### src/rtl/key_sw_input.sv
// Switch/pushbutton front end: synchronizes SW/KEY, debounces both keys, and
// captures SW on each KEY[0] press into a single-entry valid/ready holding register.
module key_sw_input #(
   parameter int unsigned DEBOUNCE_CYCLES = 500000
) (
   input  logic       CLOCK_50,
   input  logic       resetn,
   input  logic [9:0] SW,
   input  logic [1:0] KEY,
   output logic [1:0] key_level,
   output logic [1:0] key_press,
   output logic [7:0] data_out,
   output logic [1:0] sel_out,
   output logic       valid,
   input  logic       ready,
   output logic       overrun
);

   localparam int unsigned NUM_KEYS = 2;
   localparam int unsigned CW       = $clog2(DEBOUNCE_CYCLES + 1);
   localparam logic [CW-1:0] CNT_MAX = CW'(DEBOUNCE_CYCLES - 1);

   typedef enum logic {S_IDLE, S_FULL} state_t;

   logic [9:0]                   r_sw_meta, r_sw_sync;
   logic [NUM_KEYS-1:0]          r_key_meta, r_key_sync;
   logic [NUM_KEYS-1:0]          w_pressed;
   logic [NUM_KEYS-1:0][CW-1:0]  r_cnt;
   logic [NUM_KEYS-1:0]          r_level, r_press;

   state_t     r_state, w_state_nxt;
   logic [7:0] r_data,  w_data_nxt;
   logic [1:0] r_sel,   w_sel_nxt;
   logic       r_ovr,   w_ovr_nxt;

   // Keys reset to the released level so a key held through reset is seen as a new press.
   always_ff @(posedge CLOCK_50 or negedge resetn) begin
      if (!resetn) begin
         r_sw_meta  <= '0;
         r_sw_sync  <= '0;
         r_key_meta <= '1;
         r_key_sync <= '1;
      end else begin
         r_sw_meta  <= SW;
         r_sw_sync  <= r_sw_meta;
         r_key_meta <= KEY;
         r_key_sync <= r_key_meta;
      end
   end

   assign w_pressed = ~r_key_sync;

   always_ff @(posedge CLOCK_50 or negedge resetn) begin
      if (!resetn) begin
         r_cnt   <= '0;
         r_level <= '0;
         r_press <= '0;
      end else begin
         for (int i = 0; i < NUM_KEYS; i++) begin
            r_press[i] <= 1'b0;
            if (w_pressed[i] == r_level[i]) begin
               r_cnt[i] <= '0;
            end else if (r_cnt[i] == CNT_MAX) begin
               // Count would reach DEBOUNCE_CYCLES: accept the new level.
               r_cnt[i]   <= '0;
               r_level[i] <= ~r_level[i];
               r_press[i] <= ~r_level[i];
            end else begin
               r_cnt[i] <= r_cnt[i] + CW'(1);
            end
         end
      end
   end

   always_ff @(posedge CLOCK_50 or negedge resetn) begin
      if (!resetn) begin
         r_state <= S_IDLE;
         r_data  <= '0;
         r_sel   <= '0;
         r_ovr   <= 1'b0;
      end else begin
         r_state <= w_state_nxt;
         r_data  <= w_data_nxt;
         r_sel   <= w_sel_nxt;
         r_ovr   <= w_ovr_nxt;
      end
   end

   always_comb begin
      w_state_nxt = r_state;
      w_data_nxt  = r_data;
      w_sel_nxt   = r_sel;
      w_ovr_nxt   = r_ovr;
      case (r_state)
         S_IDLE: begin
            if (r_press[0]) begin
               w_data_nxt  = r_sw_sync[7:0];
               w_sel_nxt   = r_sw_sync[9:8];
               w_state_nxt = S_FULL;
            end
         end
         S_FULL: begin
            if (ready) begin
               if (r_press[0]) begin
                  w_data_nxt = r_sw_sync[7:0];
                  w_sel_nxt  = r_sw_sync[9:8];
               end else begin
                  w_state_nxt = S_IDLE;
               end
            end else if (r_press[0]) begin
               // Holding register occupied: drop the new capture and flag it.
               w_ovr_nxt = 1'b1;
            end
         end
      endcase
   end

   assign key_level = r_level;
   assign key_press = r_press;
   assign data_out  = r_data;
   assign sel_out   = r_sel;
   assign valid     = (r_state == S_FULL);
   assign overrun   = r_ovr;

endmodule

### config.mk
export PLATFORM = sky130hd
export DESIGN_NAME = key_sw_input
export DESIGN_NICKNAME = d
export VERILOG_FILES = /design/src/rtl/key_sw_input.sv
export SDC_FILE = /design/constraint.sdc
export NUM_CORES = 1
export LEC_CHECK = 0
export ABC_AREA = 1
export BUFFER_PORTS_ARGS = -buffer_cell sky130_fd_sc_hd__buf_2
export CORE_MARGIN = 3
export CORE_UTILIZATION = 50
export CTS_BUF_LIST = sky130_fd_sc_hd__clkbuf_4 sky130_fd_sc_hd__clkbuf_8 sky130_fd_sc_hd__clkbuf_16
export CTS_CLUSTER_DIAMETER = 30
export DETAILED_ROUTE_END_ITERATION = 7
export HOLD_SLACK_MARGIN = 0.12
export PLACE_DENSITY = 0.79
export SLEW_MARGIN = 30
export SYNTH_ARGS = -nofsm -noshare
export SYNTH_HDL_FRONTEND = slang
export SYNTH_SLANG_ARGS = --single-unit
### constraint.sdc
create_clock -name CLOCK_50 -period 2.55 [get_ports CLOCK_50]
set_input_delay 0.51 -clock CLOCK_50 [delete_from_list [all_inputs] [get_ports CLOCK_50]]
set_output_delay 0.51 -clock CLOCK_50 [all_outputs]
set_load 0.01 [all_outputs]
# Word level (Yosys, flattened, before mapping)
# Index checks and enable logic that the tools add are counted.
# op_classes
n_addsub,2
eq_ne,5
n_mux,17
bitwise,7
reduce_logical,3
# op_table
operator,n
2-to-1 mux 19 bit,4
"adder 19 x 1 -> 19 bit, second input constant",2
"equality test 19 bit, second input constant",2
2-to-1 mux 8 bit,2
one-hot mux 8 bit (2 select lines),1
2-to-1 mux 1 bit,6
NOT 1 bit,6
2-to-1 mux 2 bit,2
one-hot mux 2 bit (2 select lines),1
AND reduction 2 bit,2
AND reduction 3 bit,1
equality test 1 bit,2
"!= test 2 bit, second input constant",1
NOT 2 bit,1
one-hot mux 1 bit (2 select lines),1
# word_totals
ff_bits,78
elab_cells,47

# Longest topological paths before layout
# Gate-level depths: netlist (run 1).
# depth
word_depth,4
ltp_mapped,8

# Worst setup path before layout (run 1)
# Ideal clock, no wire load.
# synth_path
path_kind,input-to-reg
from,input ready
to,register r_data[0] (netlist: data_out[0])
setup_time_ns,0.125
t_arrival_ns,1.216
required_ns,2.425
slack_ns,1.210
cell_stages,4
path_cell_list,inv_1 nand2_1 nand2_1 mux2_2
# synth_via
elab_chain_cells,1
# synth_lines
element,line_no,source
start: declaration,15,"input logic ready,"
!= test 2 bit (no source line),--,
end signal: assignment,83,r_data <= w_data_nxt;
end: declaration,32,"logic [7:0] r_data, w_data_nxt;"
# Every way passes these cells.
# A chain may end at the register's enable or synchronous reset.

# Final worst setup path (run 1)
# layout_path
from,register r_cnt[0] (netlist bit)
to,register r_cnt[17] (netlist bit)
# layout_via
elab_chain_cells,3
elab_cells_between_ends,4
classes_between,add/sub: 1; eq/ne: 1; mux: 2
# layout_lines
element,line_no,source
start: declaration,28,logic [NUM_KEYS-1:0][CW-1:0] r_cnt;
start signal: indexed assignment,69,r_cnt[i] <= r_cnt[i] + CW'(1);
adder 19 x 1 -> 19 bit / equality test 19 bit (equally long branches),"69, 63",
2-to-1 mux 19 bit (*),63,end else if (r_cnt[i] == CNT_MAX) begin
2-to-1 mux 19 bit (*),61,if (w_pressed[i] == r_level[i]) begin
# Every way passes the cells marked *; elsewhere a longest branch is shown, timed or not.

==> impl_metrics.env, run 1 <==
export IMPL_outcome="complete, no violations"
export IMPL_grt_pass1_vias=2359
export IMPL_io_buffers=30
export IMPL_via_count=2497
export IMPL_cts_root_buf="clkbuf_8"
export IMPL_drc=0
export IMPL_syn_cell_area_mm2=0.00342
export IMPL_wirelength_mm=6.03
export IMPL_cts_buffers=9
export IMPL_crit_type="flip-flop to flip-flop"
export IMPL_post_cts_resized=0
export IMPL_netlist_instances=375
export IMPL_cap_violations=0
export IMPL_ioPinCount=31
export IMPL_reg2reg_from="r_cnt[0]$_DFF_PN0_"
export IMPL_max_clock_path_buffers=2
export IMPL_critPathLaunch="r_cnt[0]$_DFF_PN0_"
export IMPL_crit_family="simple AND/OR/NAND/NOR gates"
export IMPL_synth_area_per_cell_um2=9.13
export IMPL_fmax_ghz=0.672
export IMPL_p_leak_nw=1.76
export IMPL_vdd_ir_drop_max_mv=0.353
export IMPL_synth_nets=392
export IMPL_yosysWarnings=0
export IMPL_fin_crit_sh_pct=58.4
export IMPL_dp_cells=483
export IMPL_initial_core_util_pct=52.7
export IMPL_antenna_cells=0
export IMPL_r2r_slack_ns=1.06
export IMPL_htree_levels=3
export IMPL_whs_ns=0.118
export IMPL_coreArea_mm2=0.00649
export IMPL_tightest_slew_ns=0.508
export IMPL_timing_slew_headroom_pct=66.1
export IMPL_grt_pass1_wl_mm=10.5
export IMPL_crit_path_max_fanout=8
export IMPL_cp_slowest_cell="dfrtp_1"
export IMPL_synth_seq_cells=78
export IMPL_numClockSinks=78
export IMPL_yosysSeqAreaShare_pct=57.2
export IMPL_clkTransAtPathRegs_ns=0.08
export IMPL_holdCritPathClass="input port to async pin"
export IMPL_cp_start_kind="flip-flop"
export IMPL_cpPeakStageDelay_ns=0.40
export IMPL_post_cts_buffers=0
export IMPL_powerDensity_mw_per_mm2=584
export IMPL_finalNonFillerCells=499
export IMPL_die_w_um=88.7
export IMPL_tns_ns=0
export IMPL_post_drt_wl_per_cell_um=12.1
export IMPL_rows=29
export IMPL_worst_ep_required_time_ns=2.83
export IMPL_holdBufCountCts=0
export IMPL_fin_worst_skew_ns=0.00937
export IMPL_overflow=0
export IMPL_firstDrtPassIters=4
export IMPL_rsz0062_at_grt="no"
export IMPL_cp_end_kind="flip-flop"
export IMPL_cp_data_arrival_time_ns=1.77
export IMPL_die_area_mm2=0.00788
export IMPL_grtUsageTotal_pct=17.5
export IMPL_antenna_left=0
export IMPL_crit_buf_inv=0
export IMPL_postLayoutCoreUtil_pct=60.0
export IMPL_antenna_found_initial=0
export IMPL_path_cells="ha_1 > nand3_1 > nor2_1 > nand3_1 > nand2_1 > a21oi_1"
export IMPL_die_h_um=88.7
export IMPL_maxSlewViolCount=0
export IMPL_hold_viol=0
export IMPL_cts_tree="yes"
export IMPL_hpwl_mm=4.46
export IMPL_rr_endpoint="r_cnt[17]$_DFF_PN0_"
export IMPL_min_period_ns=1.49
export IMPL_clock_latency_ns=0.36
export IMPL_via_per_inst=5.00
export IMPL_grt_max_degree=43
export IMPL_areaGrowthSynthToFinish_pct=13.8
export IMPL_ff2ff_path_depth=6
export IMPL_fin_nets=434
export IMPL_gp_congestion=0.911
export IMPL_setup_viol_count_final=0
export IMPL_drt_iter0_markers=109
export IMPL_yosysUniqueCellTypes=25
export IMPL_drive_gt1_share_pct=19.2
export IMPL_cp_common_cell="nand3_1"
through the flow:
step / total power (W) / worst slack [ns] / cell area [um2]
2_1_floorplan: 0.00132 / 1.21 / 3420
3_3_place_gp: 0.00137 / 1.04 / 3690
3_5_place_dp: 0.00137 / 0.969 / 3690
4_1_cts: 0.00231 / 1.06 / 3900
5_1_grt: 0.00238 / 0.870 / 3900
6_report: 0.00228 / 1.06 / 3900
report_power, final:
part | leakage [nW] | switching [W] | internal, W
logic | 0.633 | 0.0000437 | 0.0000218
registers | 1.02 | 0.0000121 | 0.00127
clock network | 0.102 | 0.000469 | 0.000465
registers in the layout, indices dropped and copies added, names as in the netlist:
signal and count:
r_cnt 38, r_sw_meta 10, r_sw_sync 10, data_out 8, key_level 2, key_press 2, r_key_meta 2, r_key_sync 2
sel_out 2, overrun 1, valid 1
worst max-delay path by stage:
| stage | depth (start not counted) | to | slack, ns |
|---|---|---|---|
| after floorplan | 4 | data_out[0]$_DFFE_PN0P_ | 1.21 |
| after global placement | 5 | data_out[2]$_DFFE_PN0P_ | 1.04 |
| after detailed placement | 5 | data_out[7]$_DFFE_PN0P_ | 0.97 |
| after CTS | 6 | r_cnt[17]$_DFF_PN0_ | 1.06 |
| after global routing | 6 | r_cnt[17]$_DFF_PN0_ | 0.87 |
| final | 6 | r_cnt[17]$_DFF_PN0_ | 1.06 |
cell usage after synthesis:
master | n | area, um2
a21oi_1 | 7 | 35.0
and2_1 | 2 | 12.5
dfrtp_1 | 74 | 1850
dfstp_2 | 4 | 105
ha_1 | 2 | 25.0
inv_1 | 41 | 154
inv_2 | 1 | 3.75
mux2_2 | 10 | 113
nand2_1 | 62 | 233
nand2_2 | 7 | 43.8
nand3_1 | 30 | 150
nand3b_1 | 1 | 7.51
nand4_1 | 3 | 18.8
nor2_1 | 87 | 327
nor2_2 | 6 | 37.5
nor2_4 | 4 | 45.0
nor3_1 | 6 | 30.0
nor3b_1 | 2 | 15.0
o21ai_0 | 4 | 20.0
o21ai_1 | 2 | 10.0
o21bai_1 | 1 | 7.51
o22ai_1 | 1 | 6.26
xnor2_1 | 2 | 17.5
xnor2_2 | 2 | 32.5
xor2_1 | 14 | 123
layout make-up:
class	count	area, um2
clock buffer	9	124
clock inverter	7	80.1
fill	542	2600
inverter	42	158
multi-input combinational	255	1310
sequential	78	1960
tap	77	96.3
timing repair buffer	31	173
cell usage in the layout, fill, tap and decap left out, drive strengths merged, types with 7 or more instances in the layout:
| cell | synthesis | final |
|---|---|---|
| dfrtp | 74 | 74 |
| nor2 | 97 | 97 |
| clkbuf | 0 | 9 |
| mux2 | 10 | 10 |
| nand3 | 30 | 30 |
| a21oi | 7 | 7 |
| inv | 42 | 45 |
| nand2 | 69 | 69 |
| buf | 0 | 31 |
| xor2 | 14 | 14 |
logic make-up (layout without fill, tap and decap cells):
| family | count (synthesis) | after routing | synth area share [%] |
|---|---|---|---|
| flip-flops | 78 | 78 | 57.2 |
| buffers and inverters | 42 | 89 | 4.61 |
| AND/OR/NAND/NOR | 210 | 210 | 26.9 |
| multiplexers | 10 | 10 | 3.29 |
| XOR/XNOR | 18 | 18 | 5.04 |
| adder cells (fa/ha/maj) | 2 | 2 | 0.731 |
| AO/OA/AOI/OAI | 15 | 15 | 2.30 |
metal layers:
metal	vias up	routed length (um)	global-route usage, %
li1	1256	-	-
met1	1165	2800	22.3
met2	71	2840	27.1
met3	5	337	6.15
met4	0	55	7.42
met5	-	0	0
Power figures use the tool's default switching activity.
==> run 2: changes to the inputs <==
ABC_AREA = 0   (was 1)
clock period = 1.5 ns   (was 2.55 ns; I/O delays follow)
==> impl_metrics.env, run 2 <==
export IMPL_outcome="finished, violations left"
export IMPL_violations="setup timing"
export IMPL_placed_cell_area_mm2=0.00388
export IMPL_hpwl_mm=4.87
export IMPL_yosysMostFrequentCell="dfrtp_1"
export IMPL_fmax_ghz=0.508
export IMPL_antenna_left=0
export IMPL_drt_iter0_markers=217
export IMPL_netlist_instances=260
export IMPL_cts_buffers=9
export IMPL_fin_crit_sh_pct=131
export IMPL_fin_worst_skew_ns=0.00833
export IMPL_synth_async_sr_flop_share_pct=100
export IMPL_power_internal_w=0.00322
export IMPL_cpPeakStageDelay_ns=0.55
export IMPL_initial_core_util_pct=52.3
export IMPL_die_h_um=85.2
export IMPL_cp_data_arrival_time_ns=2.20
export IMPL_yosys_area_top_type="dfrtp_1"
export IMPL_worst_ep_required_time_ns=1.73
export IMPL_synth_nets=277
export IMPL_final_common_cell="dfrtp_1"
export IMPL_numClockSinks=78
export IMPL_reg_top3="r_cnt x38, r_sw_meta x10, r_sw_sync x10"
export IMPL_via_count=2654
export IMPL_r2r_slack_ns=-0.47
export IMPL_p_comb_share_pct=5.6
export IMPL_via_per_inst=5.66
export IMPL_whs_endpoint="overrun$_DFFE_PN0P_"
export IMPL_die_area_mm2=0.00725
export IMPL_yosysWarnings=0
export IMPL_hold_viol=0
export IMPL_crit_path_max_fanout=11
export IMPL_drc=0
export IMPL_crit_type="flip-flop to flip-flop"
export IMPL_ioPinCount=31
export IMPL_largest_register_ffs=38
export IMPL_stdcell_area_mm2=0.00455
export IMPL_grt_pass1_vias=2879
export IMPL_drive_gt1_share_pct=47.5
export IMPL_clkTransAtPathRegs_ns=0.08
export IMPL_die_w_um=85.2
export IMPL_htree_levels=3
export IMPL_cp_slowest_cell="or4_4"
export IMPL_synth_area_per_cell_um2=12.1
export IMPL_setup_viol_count_final=39
export IMPL_grt_pass1_wl_mm=13.8
export IMPL_yosys_top_cells_count="74 x dfrtp_1, 27 x nor2_1, 19 x xnor2_1, 15 x nand2_1, 14 x nand3_1"
export IMPL_cts_tree="yes"
export IMPL_firstDrtPassIters=4
export IMPL_fill_cells=316
export IMPL_power_switching_w=0.000916
export IMPL_grtUsageTotal_pct=24.8
export IMPL_path_cells="or4bb_1 > or4_4 > o21ai_4 > buf_12 > nor2_1"
export IMPL_largest_register="r_cnt"
export IMPL_antenna_found_initial=0
export IMPL_tightest_slew_ns=0.460
export IMPL_crit_buf_inv=1
export IMPL_clock_power_share_pct=41.8
export IMPL_p_leak_nw=2.03
export IMPL_crit_cells=5
export IMPL_ys_flop_type="dfrtp_1"
export IMPL_min_period_ns=1.97
export IMPL_gp_congestion=0.811
export IMPL_final_cell_mix="73 x dfrtp_1, 72 x buf_4, 29 x buf_2"
export IMPL_areaGrowthSynthToFinish_pct=45.1
export IMPL_cts_root_buf="clkbuf_8"
export IMPL_switching_share_pct=22.2
export IMPL_yosysSeqAreaShare_pct=62.5
export IMPL_vdd_ir_drop_max_mv=0.742
export IMPL_setup_ws_ns=-0.470
export IMPL_io_buffers=30
export IMPL_rsz0062_at_grt="yes"
export IMPL_yosysUniqueCellTypes=35
export IMPL_netlist_area_leader_share_pct=59.1
export IMPL_cp_end_kind="flip-flop"
export IMPL_overflow=0
export IMPL_ff2ff_path_depth=5
export IMPL_synth_seq_cells=78
export IMPL_antenna_cells=0
export IMPL_coreArea_mm2=0.00599
export IMPL_holdCritPathClass="input port to flip-flop"
export IMPL_fin_nets=406
export IMPL_hold_depth=3
export IMPL_synth_edf_count=0
export IMPL_crit_family="simple AND/OR/NAND/NOR gates"
export IMPL_post_drt_wl_per_cell_um=18.9
export IMPL_rr_endpoint="r_cnt[11]$_DFF_PN0_"
export IMPL_max_clock_path_buffers=2
export IMPL_report_power_total_w=0.00413
export IMPL_rows=28
export IMPL_cap_violations=0
export IMPL_yosys_top_cells_area="dfrtp_1 59%, xnor2_1 5.3%, mux2_2 3.6%, dfstp_2 3.4%, nor2_1 3.2%"
export IMPL_wirelength_mm=8.86
export IMPL_syn_cell_area_mm2=0.00313
export IMPL_min_delay_start="ready"
export IMPL_maxSlewViolCount=0
export IMPL_cp_start_kind="flip-flop"
export IMPL_seqPwrFrac_pct=52.6
export IMPL_reg2reg_from="r_cnt[14]$_DFF_PN0_"
export IMPL_clock_latency_ns=0.35
export IMPL_grt_max_degree=35
export IMPL_powerDensity_mw_per_mm2=909
export IMPL_timing_slew_headroom_pct=69.1
==> run 2: changes by cell type after synthesis, sizes merged, moves of 5 or more <==
cell / previous run / this run
xnor2: 4 / 19
inv: 42 / 6
nand3: 30 / 15
xor2: 14 / 6
nand4: 3 / 8
or4: 0 / 8
nor4: 0 / 8
o31ai: 0 / 6
or3: 0 / 7
nor2: 97 / 27
nand2: 69 / 15
==> run 2: worst register-to-register path, stage by stage (launching register included) <==
cell and delay, ns:
dfrtp_1 0.39, or4bb_1 0.50, or4_4 0.55, o21ai_4 0.19
buf_12 0.16, nor2_1 0.06
==> run 2: worst max-delay path by stage <==
stage / slack, ns / to / startpoint
after floorplan: -0.45 / r_cnt[11]$_DFF_PN0_ / r_cnt[14]$_DFF_PN0_
after global placement: -0.40 / r_cnt[8]$_DFF_PN0_ / r_cnt[14]$_DFF_PN0_
after detailed placement: -0.41 / r_cnt[8]$_DFF_PN0_ / r_cnt[14]$_DFF_PN0_
after CTS: -0.43 / r_cnt[11]$_DFF_PN0_ / r_cnt[14]$_DFF_PN0_
after global routing: -0.49 / r_cnt[14]$_DFF_PN0_ / r_cnt[9]$_DFF_PN0_
final: -0.47 / r_cnt[11]$_DFF_PN0_ / r_cnt[14]$_DFF_PN0_
==> run 2: cells by family (layout without fill, tap and decap cells) <==
kind of cell	Yosys count	in the layout	share of synthesized area, %
XOR/XNOR	25	25	6.99
adder cells (fa/ha/maj)	2	2	0.799
AND/OR/NAND/NOR	107	107	18.8
buffers and inverters	10	144	1.56
AO/OA/AOI/OAI	28	28	5.79
flip-flops	78	78	62.5
multiplexers	10	10	3.59
==> run 2: stage by stage <==
stage / hold slack, ns / util (%) / std cells / setup slack [ns] / TNS [ns]
after global routing: 0.310 / 75.9 / 469 / -0.492 / -15.07
after CTS: 0.241 / 73.2 / 464 / -0.432 / -11.88
after detailed placement: 0.262 / 64.8 / 427 / -0.415 / -10.84
final: 0.310 / 75.9 / 469 / -0.470 / -12.86
after floorplan: 0.00441 / - / 260 / -0.446 / -10.26
after global placement: 0.255 / 64.8 / 427 / -0.400 / -10.20
==> run 2: final cells by class <==
cell class	instances	area [um2]	area share, %
Clock buffer	10	131	2.89
Multi-Input combinational cell	172	1340	29.5
Tap cell	75	93.8	2.06
Clock inverter	6	86.3	1.90
Sequential cell	78	1960	43.1
Inverter	6	22.5	0.495
Timing Repair Buffer	122	915	20.1
==> run 2: layer usage <==
metal	global-route usage, %	wire [um]	vias up
met5	0	0	-
met4	10.1	308	0
met3	7.09	430	32
met2	45.7	4900	108
met1	26.5	3220	1325
li1	-	-	1189
==> run 2: what timing repair did <==
action                                 CTS  global route
hold buffers                            13             0
pin swaps                               10            11
buffers inserted                         8             5
endpoints found under the hold margin   40             0
setup endpoints to repair               40            40
gates resized for setup                 26            31
gates cloned                             1             0
==> run 2: power by group through the flow <==
stage / Combinational (W) / Clock, W / Sequential [W]
6_report: 0.000232 / 0.00173 / 0.00217
5_1_grt: 0.000251 / 0.00184 / 0.00218
4_1_cts: 0.000207 / 0.00172 / 0.00217
2_1_floorplan: 0.0000451 / 0 / 0.00221
3_3_place_gp: 0.000160 / 0 / 0.00221
3_5_place_dp: 0.000165 / 0 / 0.00221
